File: src/rtl/shift_reg_sequencer_pkg.sv
// Shared op codes, FSM states and register mode codes
// for the shift register sequencer.
package shift_reg_sequencer_pkg;

    typedef enum logic [2:0] {
        OP_NOP   = 3'd0,
        OP_LOAD  = 3'd1,
        OP_SHR   = 3'd2,
        OP_SHL   = 3'd3,
        OP_ROR   = 3'd4,
        OP_ROL   = 3'd5,
        OP_CLEAR = 3'd6,
        OP_RSVD  = 3'd7
    } op_t;

    typedef enum logic [2:0] {
        ST_IDLE  = 3'd0,
        ST_LOAD  = 3'd1,
        ST_SHIFT = 3'd2,
        ST_CLEAR = 3'd3,
        ST_DONE  = 3'd4
    } state_t;

    typedef enum logic [1:0] {
        MODE_HOLD = 2'b00,
        MODE_SHR  = 2'b01,
        MODE_SHL  = 2'b10,
        MODE_LOAD = 2'b11
    } mode_t;

    function automatic logic is_shift_op(op_t op);
        return (op == OP_SHR) || (op == OP_SHL) ||
               (op == OP_ROR) || (op == OP_ROL);
    endfunction

endpackage

File: src/rtl/shift_reg_sequencer_shift_count_ctr.sv
// Loadable down-counter with zero flag; saturates at 0.
// Ports: clk, rst_n (sync active-low), load/load_val, dec, count, zero.
module shift_count_ctr #(
    parameter int CNT_W = 3
) (
    input  logic             clk,
    input  logic             rst_n,
    input  logic             load,
    input  logic [CNT_W-1:0] load_val,
    input  logic             dec,
    output logic [CNT_W-1:0] count,
    output logic             zero
);

    always_ff @(posedge clk) begin
        if (!rst_n) begin
            count <= '0;
        end else if (load) begin
            count <= load_val;
        end else if (dec && (count != '0)) begin
            count <= count - CNT_W'(1);
        end
    end

    assign zero = (count == '0);

endmodule

File: src/rtl/shift_reg_sequencer.sv
// Command sequencer driving a 4-bit universal shift register.
// Ports: cmd_* handshake in, sr_* register pins, busy/done/err/result out.
module shift_reg_sequencer
    import shift_reg_sequencer_pkg::*;
#(
    parameter int WIDTH = 4,
    parameter int CNT_W = 3
) (
    input  logic             clk_21,
    input  logic             rst_21,
    input  logic             cmd_valid_21,
    output logic             cmd_ready_21,
    input  logic [2:0]       cmd_op_21,
    input  logic [CNT_W-1:0] cmd_cnt_21,
    input  logic [WIDTH-1:0] cmd_data_21,
    input  logic             ser_in_21,
    output logic             sr_s1_21,
    output logic             sr_s0_21,
    output logic [WIDTH-1:0] sr_din_21,
    output logic             sr_MSBin_21,
    output logic             sr_LSBin_21,
    output logic             sr_rst_21,
    input  logic             sr_MSBout_21,
    input  logic             sr_LSBout_21,
    input  logic [WIDTH-1:0] sr_dout_21,
    output logic             busy_21,
    output logic             done_21,
    output logic             err_21,
    output logic [WIDTH-1:0] result_21
);

    state_t           state;
    op_t              op_q;
    op_t              cmd_op;
    logic [WIDTH-1:0] data_q;
    logic             err_q;
    logic             accept;
    logic [CNT_W-1:0] cnt_val;
    logic             cnt_zero;
    logic [CNT_W-1:0] cnt_m1;
    mode_t            mode;

    assign cmd_op = op_t'(cmd_op_21);
    assign accept = cmd_valid_21 & cmd_ready_21;

    // Counter holds remaining steps minus one, so the
    // SHIFT cycle that sees zero is the last one.
    assign cnt_m1 = cmd_cnt_21 - CNT_W'(1);

    shift_count_ctr #(
        .CNT_W (CNT_W)
    ) u_ctr (
        .clk      (clk_21),
        .rst_n    (rst_21),
        .load     (accept),
        .load_val (cnt_m1),
        .dec      (state == ST_SHIFT),
        .count    (cnt_val),
        .zero     (cnt_zero)
    );

    always_ff @(posedge clk_21) begin
        if (!rst_21) begin
            state  <= ST_IDLE;
            op_q   <= OP_NOP;
            data_q <= '0;
            err_q  <= 1'b0;
        end else begin
            unique case (state)
                ST_IDLE: begin
                    if (accept) begin
                        op_q   <= cmd_op;
                        data_q <= cmd_data_21;
                        err_q  <= (cmd_op == OP_RSVD);
                        if (cmd_op == OP_LOAD) begin
                            state <= ST_LOAD;
                        end else if (cmd_op == OP_CLEAR) begin
                            state <= ST_CLEAR;
                        end else if (is_shift_op(cmd_op) &&
                                     (cmd_cnt_21 != '0)) begin
                            state <= ST_SHIFT;
                        end else begin
                            state <= ST_DONE;
                        end
                    end
                end
                ST_LOAD:  state <= ST_DONE;
                ST_CLEAR: state <= ST_DONE;
                ST_SHIFT: begin
                    if (cnt_zero) begin
                        state <= ST_DONE;
                    end
                end
                ST_DONE: begin
                    state <= ST_IDLE;
                    err_q <= 1'b0;
                end
                default: state <= ST_IDLE;
            endcase
        end
    end

    // Register pin decode; everything parks at hold/0
    // while reset is asserted.
    always_comb begin
        mode        = MODE_HOLD;
        sr_din_21   = '0;
        sr_MSBin_21 = 1'b0;
        sr_LSBin_21 = 1'b0;
        if (rst_21) begin
            if (state == ST_LOAD) begin
                mode      = MODE_LOAD;
                sr_din_21 = data_q;
            end else if (state == ST_SHIFT) begin
                unique case (op_q)
                    OP_SHR: begin
                        mode        = MODE_SHR;
                        sr_MSBin_21 = ser_in_21;
                    end
                    OP_ROR: begin
                        mode        = MODE_SHR;
                        sr_MSBin_21 = sr_LSBout_21;
                    end
                    OP_SHL: begin
                        mode        = MODE_SHL;
                        sr_LSBin_21 = ser_in_21;
                    end
                    OP_ROL: begin
                        mode        = MODE_SHL;
                        sr_LSBin_21 = sr_MSBout_21;
                    end
                    default: mode = MODE_HOLD;
                endcase
            end
        end
    end

    assign sr_s1_21     = mode[1];
    assign sr_s0_21     = mode[0];
    assign sr_rst_21    = ~rst_21 | (state == ST_CLEAR);
    assign cmd_ready_21 = rst_21 & (state == ST_IDLE);
    assign busy_21      = rst_21 & (state != ST_IDLE);
    assign done_21      = rst_21 & (state == ST_DONE);
    assign err_21       = done_21 & err_q;
    assign result_21    = done_21 ? sr_dout_21 : '0;

endmodule
File: config.mk
export PLATFORM = sky130hd
export DESIGN_NAME = shift_reg_sequencer
export DESIGN_NICKNAME = d
export VERILOG_FILES = /design/src/rtl/shift_reg_sequencer_pkg.sv /design/src/rtl/shift_reg_sequencer_shift_count_ctr.sv /design/src/rtl/shift_reg_sequencer.sv
export SDC_FILE = /design/constraint.sdc
export NUM_CORES = 1
export LEC_CHECK = 0
export ABC_AREA = 1
export BUFFER_PORTS_ARGS = -buffer_cell sky130_fd_sc_hd__buf_2
export CORE_UTILIZATION = 46
export CTS_CLUSTER_DIAMETER = 100
export DETAILED_ROUTE_END_ITERATION = 16
export PLACE_DENSITY = 0.82
export SYNTH_ARGS = -nofsm -noshare
export SYNTH_HDL_FRONTEND = slang
export SYNTH_SLANG_ARGS = --single-unit
File: constraint.sdc
create_clock -name clk_21 -period 1.85 [get_ports clk_21]
set_clock_uncertainty 0.05 [all_clocks]
set_input_delay 0.2775 -clock clk_21 [delete_from_list [all_inputs] [get_ports clk_21]]
set_output_delay 0.2775 -clock clk_21 [all_outputs]
set_load 0.01 [all_outputs]
**Word level (Yosys, flattened, before mapping)**

Cells that the tools add are included.

- Add/subtract/negate cells: 2
- Equality and inequality tests: 17
- Mux-type cells: 25
- Bitwise logic cells: 7
- Reductions and logical operators: 18

Operator list:

| kind | count |
|---|---|
| $eq 3x3->1 const B | 7 |
| $mux 3 | 7 |
| $eq 3x2->1 const B | 6 |
| $mux 4 | 3 |
| $pmux 3 s3 | 1 |
| $reduce_bool 3->1 | 3 |
| $mux 1 | 7 |
| $eq 3x1->1 const B | 2 |
| $logic_not 3->1 | 2 |
| $mux 2 | 3 |
| $pmux 1 s2 | 3 |
| $reduce_and 2->1 | 3 |
| $reduce_or 2->1 | 3 |
| $sub 3x1->3 const B | 2 |
| $and 1x1->1 | 5 |
| $ne 2x2->1 const B | 2 |
| $pmux 2 s2 | 1 |
| $reduce_bool 2->1 | 2 |
| $logic_or 1x1->1 | 3 |
| $logic_and 1x1->1 | 2 |
| $not 1->1 | 1 |
| $or 1x1->1 | 1 |

- Register bits after elaboration: 14
- Input bits: 20
- Output and inout port bits: 17

**Logic depth before layout (Yosys ltp)**

- Depth in word-level cells: 10
- Depth in mapped cells: 12

**By module**

Synthesis repeated with hierarchy kept, for this count alone.

- Cells, all modules: 151
- Area, all modules: 929.6 µm²

By module, submodules not included:

| module | times used | cells each | area an instance (µm²) |
|---|---|---|---|
| shift_reg_sequencer | 1 | 118 | 732.0 |
| shift_count_ctr | 1 | 33 | 197.7 |

**Least setup slack after synthesis**

No wires, ideal clock.

- Path kind: register to register
- From: register state[0]
- To: register u_ctr.count[2]
- Library setup time: 0.109 ns
- Arrival: 1.378 ns
- Data required time: 1.691 ns
- Path slack: 0.313 ns
- Cell stages (with the launch flop): 11
- Period minus slack after synthesis: 1.537 ns
- Path through: dfxtp_1 nor2_2 nand3_4 buf_2 o21ai_0 ha_1 inv_1 nand3_1 nand3_1 nand2_1 inv_1

- Cells in the longest elaborated chain, start to end: 4
- Elaborated cells between the ends (all ways): 7
- Classes of those cells: eq/ne: 1; mux: 1; bitwise: 2; reduce/logical: 3

RTL lines:

| element | line | source |
|---|---|---|
| start: declaration | shift_reg_sequencer.sv:32 | `state_t state;` |
| start signal: assignment | shift_reg_sequencer.sv:64 | `state <= ST_IDLE;` |
| start signal: assignment | shift_reg_sequencer.sv:76 | `state <= ST_LOAD;` |
| start signal: assignment | shift_reg_sequencer.sv:78 | `state <= ST_CLEAR;` |
| $logic_not 3->1 | shift_reg_sequencer.sv:141 | `assign cmd_ready_21 = rst_21 & (state == ST_IDLE);` |
| $and 1x1->1 | shift_reg_sequencer.sv:141 |  |
| $and 1x1->1 | shift_reg_sequencer.sv:44 | `assign accept = cmd_valid_21 & cmd_ready_21;` |
| $mux 3 or $reduce_bool 2->1 (tied branches) | n/a |  |
| end signal: assignment | shift_reg_sequencer_shift_count_ctr.sv:19 | `count <= load_val;` |
| end signal: assignment | shift_reg_sequencer_shift_count_ctr.sv:21 | `count <= count - CNT_W'(1);` |
| end: declaration | shift_reg_sequencer_shift_count_ctr.sv:11 | `output logic [CNT_W-1:0] count,` |

Parallel ways exist; a longest one is shown, timed or not.
A chain may end at the register's enable or synchronous reset.

**Worst setup path after layout**

- From: register state[1]
- To: output sr_s1_21

- Cells in the longest elaborated chain, start to end: 4
- Elaborated cells between the ends (all ways): 5
- Classes of those cells: eq/ne: 2; mux: 3

RTL lines:

| element | line | source |
|---|---|---|
| $eq 3x2->1 | shift_reg_sequencer.sv:114 | `end else if (state == ST_SHIFT) begin` |
| $mux 2 | shift_reg_sequencer.sv:114 |  |
| $mux 2 (*) | shift_reg_sequencer.sv:111 | `if (state == ST_LOAD) begin` |
| $mux 2 (*) | shift_reg_sequencer.sv:110 | `if (rst_21) begin` |
| end: declaration | shift_reg_sequencer.sv:17 | `output logic sr_s1_21,` |

Mark *: on every way between the ends. The rest lies on a longest branch, timed or not.

==> reports/results.ini <==
[synthesis]
synthMostInstantiatedCell=inv_1
synth_top_cell_by_area=dfxtp_1
ys.flop_type=dfxtp_1
yosysSeqAreaShare_pct=32.94
synthCells=136
synth-seq-cells=14
synth_cell_types=20
synthArstFlopShare_pct=0
synth-edff-count=0
netlist_top_cells_area=dfxtp_1, inv_1, nand2_1
yosys-top-cells-count=inv_1, nand2_1, nor2_1, dfxtp_1, nand3_1
netlist_area_um2=850.8
yosysTopAreaCellShare_pct=32.94
synth_warnings=0
synth.avg_cell_area_um2=6.256
syn_nets=157

[clock_tree]
clockRootBuffer=clkbuf_4
cts.sinks=14
cts_buffers=3
htreeDepth=1
clkSlewWorstSetupHoldPaths_ps=90
clockBufferDepth=2
clock_latency_ps=280
ctsHoldBuffers=0
cts_tree=yes

[timing]
worst_slew_pin_slew_ps=292.5
period_share_pct=98.76
fin_ws_ps=22.91
timing.fmax_ghz=0.5473
setup_violations=0
period_needed_ps=1827
maxSlewViolCount=0
slew-limit-headroom_pct=80.44
report.final.hold_viol_count=0

[setup_path]
r2r-start=state[2]
crit_fanout=4
end_kind=primary output
path_class=flop to primary output
r2r_slack_ps=270
r2r_end=u_ctr.count[2]
arrival_ps=1500
rr_worst_depth=11
cp-endpoint=sr_s1_21
cp-startpoint=state[1]
cp.required_ps=1520
start_kind=flop

[pwr]
comb_power_share_pct=30.2
clkPwrFrac_pct=27.3
power.density_nw_per_um2=748.0
intPower_mw=0.5495
switching_share_pct=33.58
leakagePower_nw=0.5969
p_switching_mw=0.2778
seqPwrFrac_pct=42.5
ir_drop_mv=0.4614

[floorplan]
coreArea_um2=1727
start_util_pct=49.28
die_h_um=45.01
die_w_um=45.01
rows=15
dieArea_um2=2025
io_pins=37

[placed_design]
dp_hpwl_mm=1.567
numPortBuffers=36
pre_cts_slack_ps=246.8
gp_congestion=0.8264

[final_layout]
finalNetCount=198
area_delta_synth_final_pct=30.00
drive_gt1_share_pct=28.41
antenna_cells=0
finalCoreUtilization_pct=64.06

[run_status]
status=complete, no violations

[route]
avgRoutedWirePerCell_um=10.28
firstDrtPassIters=4
vias=987
dr.first_iter.drc_count=30
drt-total-wl_mm=2.066
drc=0
viasPerCell=4.910
postRouteAntennaNets=0

[grt]
grt_pass1_wl_mm=3.243
globalRouteTotalUtil_pct=21.55
grt_pass1_vias=847
overflow=0
antenna_found_initial=0
grt_max_degree=14

[hold_path]
hp-class=input port to flop

[flow_run]
cap_violations=0

[power by group through the flow]
stage	registers, mW	clock network, mW	logic [mW]
2_1_floorplan	0.354	0	0.175
3_5_place_dp	0.357	0	0.240
4_1_cts	0.350	0.233	0.242
3_3_place_gp	0.356	0	0.232
5_1_grt	0.356	0.245	0.283
6_report	0.352	0.225	0.250
[worst max-delay path, cell delays in order, from the launching register on]
cell and delay [ps]:
dfxtp_1 410, inv_1 100, nor3_2 200, nand2_1 150
o21ai_0 200, buf_2 160
[per-stage QoR]
step	hold slack (ps)	power [mW]	cells	TNS [ps]	area, um^2
final	214.4	0.8273	201	0	1106
after global routing	234.9	0.8840	201	-32.33	1106
after CTS	210.4	0.8253	200	0	1094
after detailed placement	394.7	0.5972	196	0	1057
after global placement	387.8	0.5882	196	0	1057
after floorplan	370.1	0.5285	136	0	850.8
[final cells by class]
| cell class | instances | area (um^2) |
|---|---|---|
| Fill cell | 169 | 620.6 |
| Multi-Input combinational cell | 91 | 450.4 |
| Sequential cell | 14 | 280.3 |
| Timing Repair Buffer | 39 | 202.7 |
| Inverter | 28 | 105.1 |
| Clock buffer | 4 | 36.28 |
| Tap cell | 25 | 31.28 |
[registers in the layout, summed over array words and instances, names as in the netlist]
name and cells:
data_q 4, op_q 3, state 3, u_ctr.count 3
err_q 1
[what timing repair did]
item                       CTS  global route
buffers inserted             0             1
hold endpoints to repair     0             0
setup endpoints to repair    0             5
resized for setup            0             1
[how the worst min path moves through the flow]
stage / startpoint / end / slack, ps / cells after the start
2_1_floorplan: cmd_op_21[0] / op_q[0] / 370 / 2
3_3_place_gp: data_q[1] / data_q[1] / 390 / 2
3_5_place_dp: data_q[3] / data_q[3] / 390 / 2
4_1_cts: cmd_data_21[3] / data_q[3] / 210 / 3
5_1_grt: cmd_data_21[3] / data_q[3] / 230 / 3
6_report: cmd_data_21[3] / data_q[3] / 210 / 3
[cell usage in the layout (no fill, tap or decap)]
| cell | instances |
|---|---|
| inv_2 | 2 |
| nand3_4 | 1 |
| nor2_4 | 2 |
| dfxtp_1 | 14 |
| nor2_1 | 17 |
| buf_4 | 3 |
| ha_1 | 1 |
| o21a_1 | 2 |
| buf_2 | 36 |
| a21oi_1 | 13 |
| nand2_1 | 24 |
| clkbuf_4 | 3 |
| o21ai_0 | 12 |
| or2_2 | 1 |
| clkbuf_8 | 1 |
| nand4_1 | 2 |
| nor3_2 | 1 |
| nand3_1 | 14 |
| nor3_1 | 1 |
| inv_1 | 26 |
[kinds of logic after synthesis]
logic type / synth area share, %
adder cells (fa/ha/maj): 1.470
flip-flops: 32.94
buffers and inverters: 14.70
AO/OA/AOI/OAI: 16.47
AND/OR/NAND/NOR: 34.41
[per-layer routing]
layer / vias up / GRT usage, % / wire length [um]
met1: 431 / 27.11 / 918
met4: 0 / 6.061 / 28
met2: 40 / 37.10 / 989
met3: 6 / 4.400 / 131
met5: - / 0 / 0
li1: 510 / - / -
No activity file was read; power rests on OpenSTA's default activity.
